<file path="config.mk">
export PLATFORM = sky130hd
export DESIGN_NAME = store_narrow_unit
export DESIGN_NICKNAME = d
export VERILOG_FILES = /design/src/rtl/riscv_pkg.sv /design/src/rtl/store_lane_align.sv /design/src/rtl/store_narrow_unit.sv
export SDC_FILE = /design/constraint.sdc
export NUM_CORES = 1
export LEC_CHECK = 0
export ABC_CLOCK_PERIOD_IN_PS = 7300
export BUFFER_PORTS_ARGS = -buffer_cell sky130_fd_sc_hd__buf_2
export CAP_MARGIN = 20
export CELL_PAD_IN_SITES_DETAIL_PLACEMENT = 1
export CELL_PAD_IN_SITES_GLOBAL_PLACEMENT = 2
export CORE_ASPECT_RATIO = 0.8
export CORE_MARGIN = 2
export CORE_UTILIZATION = 34
export DETAILED_ROUTE_END_ITERATION = 12
export GPL_TIMING_DRIVEN = 0
export PLACE_DENSITY_LB_ADDON = 0.2
export RECOVER_POWER = 100
export SKIP_LAST_GASP = 1
export SLEW_MARGIN = 0
export SYNTH_ARGS = -nofsm -noshare
export SYNTH_HDL_FRONTEND = slang
export SYNTH_SLANG_ARGS = --single-unit
</file>
<file path="constraint.sdc">
create_clock -name clk -period 7.3 [get_ports clk]
set_input_delay 0.73 -clock clk [delete_from_list [all_inputs] [get_ports clk]]
set_output_delay 0.73 -clock clk [all_outputs]
set_load 0.01 [all_outputs]
</file>
<file path="src/rtl/riscv_pkg.sv">
// riscv_pkg
// Shared definitions for the store/load lane logic.
//   - SIZE_* : encodings of the 2-bit access size field (byte/half/word/illegal)
//   - store_state_e : state encoding of the store narrowing FSM
//   - size_mask() : per-byte enable mask of an access, before lane shifting
package riscv_pkg;

    localparam logic [1:0] SIZE_BYTE    = 2'b00;
    localparam logic [1:0] SIZE_HALF    = 2'b01;
    localparam logic [1:0] SIZE_WORD    = 2'b10;
    localparam logic [1:0] SIZE_ILLEGAL = 2'b11;

    typedef enum logic [1:0] {
        IDLE  = 2'b00,
        BEAT0 = 2'b01,
        BEAT1 = 2'b10,
        RESP  = 2'b11
    } store_state_e;

    // An illegal size yields an empty mask, so it can never produce bus traffic.
    function automatic logic [3:0] size_mask(input logic [1:0] size);
        logic [3:0] mask;
        case (size)
            SIZE_BYTE: mask = 4'b0001;
            SIZE_HALF: mask = 4'b0011;
            SIZE_WORD: mask = 4'b1111;
            default:   mask = 4'b0000;
        endcase
        return mask;
    endfunction

endpackage

</file>
<file path="src/rtl/store_lane_align.sv">
// store_lane_align
// Combinational lane alignment of a sized value within a two-word window.
// Ports:
//   off   [1:0]  : byte offset of the access within its word
//   size  [1:0]  : access size (SIZE_BYTE / SIZE_HALF / SIZE_WORD)
//   wdata [31:0] : unaligned source value, only the low bytes of the size are used
//   be8   [7:0]  : byte enables across the two words (low nibble = first word)
//   d64   [63:0] : lane-aligned data across the two words, disabled lanes are 0
//   split        : access spills into the second word
module store_lane_align
    import riscv_pkg::*;
(
    input  logic [1:0]  off,
    input  logic [1:0]  size,
    input  logic [31:0] wdata,
    output logic [7:0]  be8,
    output logic [63:0] d64,
    output logic        split
);

    logic [3:0]  mask;
    logic [31:0] sized;

    // Clear the bytes above the access size so unused lanes stay zero after shifting.
    always_comb begin
        mask  = size_mask(size);
        sized = wdata & {{8{mask[3]}}, {8{mask[2]}}, {8{mask[1]}}, {8{mask[0]}}};
    end

    assign be8   = {4'b0000, mask} << off;
    assign d64   = {32'h0000_0000, sized} << {off, 3'b000};
    assign split = |be8[7:4];

endmodule

</file>
<file path="src/rtl/store_narrow_unit.sv">
// store_narrow_unit
// Narrows a store from the execute stage onto a 32-bit data-memory write port,
// splitting word-boundary-crossing stores into two bus beats.
// Ports:
//   clk, rst_n                      : clock, asynchronous active-low reset
//   req_valid/req_ready             : request handshake (ready only in IDLE)
//   req_addr, req_wdata, req_size   : byte address, rs2 value, access size
//   mem_valid/mem_ready             : bus beat handshake
//   mem_addr, mem_wdata, mem_be     : word-aligned address, lane data, byte enables
//   done, err                       : one-cycle completion pulse and rejection flag
module store_narrow_unit
    import riscv_pkg::*;
#(
    parameter int ADDR_W           = 32,
    parameter bit ALLOW_MISALIGNED = 1'b1
) (
    input  logic              clk,
    input  logic              rst_n,
    input  logic              req_valid,
    output logic              req_ready,
    input  logic [ADDR_W-1:0] req_addr,
    input  logic [31:0]       req_wdata,
    input  logic [1:0]        req_size,
    output logic              mem_valid,
    input  logic              mem_ready,
    output logic [ADDR_W-1:0] mem_addr,
    output logic [31:0]       mem_wdata,
    output logic [3:0]        mem_be,
    output logic              done,
    output logic              err
);

    store_state_e      state;
    logic [7:0]        be8;
    logic [63:0]       d64;
    logic              split;
    logic              req_bad;
    logic [ADDR_W-1:0] word_addr;

    // Second-beat fields captured at accept time, replayed after beat 0 completes.
    logic [3:0]        hi_be;
    logic [31:0]       hi_data;
    logic              split_q;

    store_lane_align u_align (
        .off   (req_addr[1:0]),
        .size  (req_size),
        .wdata (req_wdata),
        .be8   (be8),
        .d64   (d64),
        .split (split)
    );

    assign word_addr = {req_addr[ADDR_W-1:2], 2'b00};
    assign req_bad   = (req_size == SIZE_ILLEGAL) || (split && !ALLOW_MISALIGNED);

    // All bus and response outputs are registered; the bus fields only change on
    // accept or on a beat handshake, which keeps them stable while stalled.
    always_ff @(posedge clk or negedge rst_n) begin
        if (!rst_n) begin
            state     <= IDLE;
            req_ready <= 1'b1;
            mem_valid <= 1'b0;
            mem_addr  <= '0;
            mem_wdata <= '0;
            mem_be    <= '0;
            done      <= 1'b0;
            err       <= 1'b0;
            hi_be     <= '0;
            hi_data   <= '0;
            split_q   <= 1'b0;
        end else begin
            unique case (state)
                IDLE: begin
                    if (req_valid) begin
                        req_ready <= 1'b0;
                        if (req_bad) begin
                            state <= RESP;
                            done  <= 1'b1;
                            err   <= 1'b1;
                        end else begin
                            state     <= BEAT0;
                            mem_valid <= 1'b1;
                            mem_addr  <= word_addr;
                            mem_be    <= be8[3:0];
                            mem_wdata <= d64[31:0];
                            hi_be     <= be8[7:4];
                            hi_data   <= d64[63:32];
                            split_q   <= split;
                        end
                    end
                end
                BEAT0: begin
                    if (mem_ready) begin
                        if (split_q) begin
                            state     <= BEAT1;
                            mem_addr  <= mem_addr + ADDR_W'(4);
                            mem_be    <= hi_be;
                            mem_wdata <= hi_data;
                        end else begin
                            state     <= RESP;
                            mem_valid <= 1'b0;
                            mem_addr  <= '0;
                            mem_be    <= '0;
                            mem_wdata <= '0;
                            done      <= 1'b1;
                        end
                    end
                end
                BEAT1: begin
                    if (mem_ready) begin
                        state     <= RESP;
                        mem_valid <= 1'b0;
                        mem_addr  <= '0;
                        mem_be    <= '0;
                        mem_wdata <= '0;
                        done      <= 1'b1;
                    end
                end
                RESP: begin
                    state     <= IDLE;
                    done      <= 1'b0;
                    err       <= 1'b0;
                    req_ready <= 1'b1;
                end
                default: state <= IDLE;
            endcase
        end
    end

endmodule

</file>
==> reports/metrics.csv <==
stage,metric,value,unit
run_status,outcome,"complete, but fails checks",
run_status,violated checks,"capacitance limit, slew limit",
yosys,Post-synth EDFFs,0,
clock_network,CTS tree,yes,
yosys,most frequent cell after synthesis,dfrtp_1,
yosys,synth top area cells,"dfrtp_1 (46%), nor2_1 (5.9%), o21ai_0 (5.4%), nand2_1 (5.0%), a221oi_1 (4.1%)",
drt,drt wl/cell,22.5,um
global_route,Overflow after GRT,0,
drt,vias per inst,5.67,
setup_path,Most common cell on crit path,clkbuf_1,
yosys,synthesized flop and latch total,100,
setup_path,Worst Path Max Fanout,10,
clock_network,CTS max path bufs,2,
finish,n_diodes,0,
setup_path,Setup CP Type,flop to flop,
finish,share of cells above drive strength 1,0.135,
floorplanning,Initial Utilization,0.344,
setup_path,WP buf/inv,4,
sta,Hold Slack,0.489,ns
floorplanning,core footprint,15600,um^2
global_route,largest net degree at the start of global routing,53,
floorplanning,die area,16800,um^2
setup_path,startpoint types,flop,
setup_path,r2r startpoint,state[0]$_DFFE_PN0P_,
drt,drt first-iter violations,387,
finish,Post-Layout Cell Count,970,
placement,I/O Buffers,137,
finish,Filler Cell Count,1941,
floorplanning,# IOs,142,
yosys,Synth Cell Area,5370,um^2
finish,nets@finish,829,
finish,synthesis-to-layout area growth,22.7,%
setup_path,critical path's top delay family,buffers and inverters,
sta,period utilisation layout,0.492,
floorplanning,die width,144,um
setup_path,R2R depth,8,
sta,TNS Setup,0,ns
yosys,Synth async-reset ratio,1.00,
worst_hold_path,worst hold path class,flop to flop,
sta,Tightest Pin Transition,3.17,ns
setup_path,Worst path slowest cell,nor2_1,
worst_hold_path,Hold Crit Start,hi_be[2]$_DFFE_PN0P_,
setup_path,Required @ worst endpoint,7.57,ns
sta,RSZ-0062 raised after global routing,false,
global_route,antenna violations before repair,0,
sta,min Tclk post-route,3.59,ns
floorplanning,Die Span Y,116,um
clock_network,CTS buffer count,9,
clock_network,"Reg clk slew, reported paths",0.07,ns
placement,DP Cell Count,954,
sta,Final Skew,0.00641,ns
clock_network,number of setup buffers added after CTS,0,
clock_network,CTS root buffer,clkbuf_16,
drt,drt pass-1 iters,5,
power_and_ir_drop,Peak VDD IR,189,uV
setup_path,flop2flop setup slack,3.71,ns
setup_path,crit-path max cell delay,0.73,ns
global_route,vias in the first global route,5546,
setup_path,R2R Path End,mem_wdata[23]$_DFFE_PN0P_,
sta,fmax,278,MHz
worst_hold_path,worst hold endpoint,hi_be[2]$_DFFE_PN0P_,
drt,drt total wl,21800,um
power_and_ir_drop,power per cell area,438,nW/um^2
sta,Final Max Slew Viols,52,
drt,vias post-DR,5502,
yosys,Synth cell types,54,
yosys,"area leader, netlist",dfrtp_1,
placement,DP HPWL,16300,um
clock_network,Clock Latency Late Sink,0.36,ns
drt,drc violations,0,
global_route,gr usage total,0.265,
finish,register area,2500,um^2
yosys,"top cells by count, synth","dfrtp_1 (99), nor2_1 (84), nand2_1 (71)",
clock_network,htree depth,3,
yosys,Yosys top cell area share,0.462,
yosys,Mapped Cells,598,
setup_path,critical-path cell list,inv_1 > ha_1 > clkbuf_1 > clkinv_1 > nor2_1 > clkbuf_1 > a222oi_1 > o21ai_0,
sta,"Setup violations, final",0,
yosys,Synthesis Warnings,0,
placement,RD Place Congestion,0.943,
yosys,sequential fraction of the synthesis area,0.467,
worst_hold_path,worst hold path depth,1,
floorplanning,row count,41,
finish,area of the multi-input gates,2650,um^2
sta,Worst slew margin,-1.12,
yosys,mean post-synth cell area,8.97,um^2
global_route,first-pass GRT wire length,33000,um
drt,number of routed nets with antenna violations,0,
job,max_cap viols,1,
yosys,Synth Flop Type,dfrtp_1,
setup_path,crit end category,flop,
power_and_ir_drop,P_leak,2.74,nW
sta,final hold violation count,0,
clock_network,clock sinks,100,
clock_network,post-cts sizing count,0,
setup_path,crit path DAT,3.86,ns
clock_network,# hold bufs at CTS,0,
## kinds of logic (layout without fill, tap and decap cells)
kind of cell	Yosys count	count (layout)	share of synthesized area
AO/OA/AOI/OAI	188	188	0.245
buffers and inverters	57	213	0.0413
adder cells (fa/ha/maj)	9	9	0.0210
other	1	2	0.000699
XOR/XNOR	3	3	0.00490
multiplexers	17	17	0.0338
AND/OR/NAND/NOR	223	223	0.187
flip-flops	100	100	0.467
## flip-flops by register name (all words and copies together), names as in the netlist
name,count
hi_be,3
mem_addr,30
mem_valid,1
mem_wdata,32
mem_be,4
split_q,1
req_ready,1
hi_data,24
state,2
err,1
done,1
## report_power, final
group | switching, W | internal, W | total [W] | leakage, nW
Combinational | 0.000949 | 0.000433 | 0.00138 | 1.30
Clock | 0.000229 | 0.000284 | 0.000513 | 0.149
Sequential | 0.000201 | 0.000789 | 0.000990 | 1.29
Total | 0.00138 | 0.00151 | 0.00289 | 2.74
## how the worst max path moves through the flow
stage / from / slack [ns] / end / cells after the start
floorplan: req_size[0] / 5.01 / mem_wdata[0]$_DFFE_PN0P_ / 5
global placement: req_size[0] / 3.49 / mem_wdata[5]$_DFFE_PN0P_ / 6
detailed placement: state[0]$_DFFE_PN0P_ / 3.73 / mem_wdata[23]$_DFFE_PN0P_ / 8
CTS: state[0]$_DFFE_PN0P_ / 3.73 / mem_wdata[23]$_DFFE_PN0P_ / 8
global route: state[0]$_DFFE_PN0P_ / 3.49 / mem_wdata[22]$_DFFE_PN0P_ / 8
finish: state[0]$_DFFE_PN0P_ / 3.71 / mem_wdata[23]$_DFFE_PN0P_ / 8
## area by class of cell
type	count	area share
inverter	14	0.00798
clock inverter	4	0.00722
buffer	43	0.0257
clock buffer	12	0.0390
sequential	100	0.380
tap	215	0.0409
multi-input combinational	442	0.403
timing repair buffer	140	0.0965
## stage by stage
| stage | power (W) | utilization | setup WS, ns | instance area [um^2] |
|---|---|---|---|---|
| after floorplan | 0.00178 | - | 5.01 | 5370 |
| after global placement | 0.00237 | 0.405 | 3.49 | 6320 |
| after detailed placement | 0.00243 | 0.409 | 3.73 | 6370 |
| after CTS | 0.00294 | 0.428 | 3.73 | 6680 |
| after global routing | 0.00311 | 0.422 | 3.49 | 6580 |
| final | 0.00289 | 0.422 | 3.71 | 6580 |
## placed cells by master (no fill, tap or decap), types with 10 or more instances in the layout
cell type / n
a21oi_1: 28
a221oi_1: 25
a22o_1: 12
a22oi_1: 10
a32o_1: 14
buf_2: 66
clkbuf_1: 113
dfrtp_1: 99
inv_1: 13
nand2_1: 71
nand3_1: 18
nor2_1: 84
nor3_1: 14
o21ai_0: 58
## layer usage
layer  up-vias  wire, um  part of all wire  GRT usage
met5         -         0                 0          0
met4         0       301             0.014     0.0583
met3        21      1070             0.049     0.0435
met2       178      9890              0.45      0.416
met1      2789     10500              0.48      0.387
li1       2514         -                 -          -
Power figures use the tool's default switching activity.
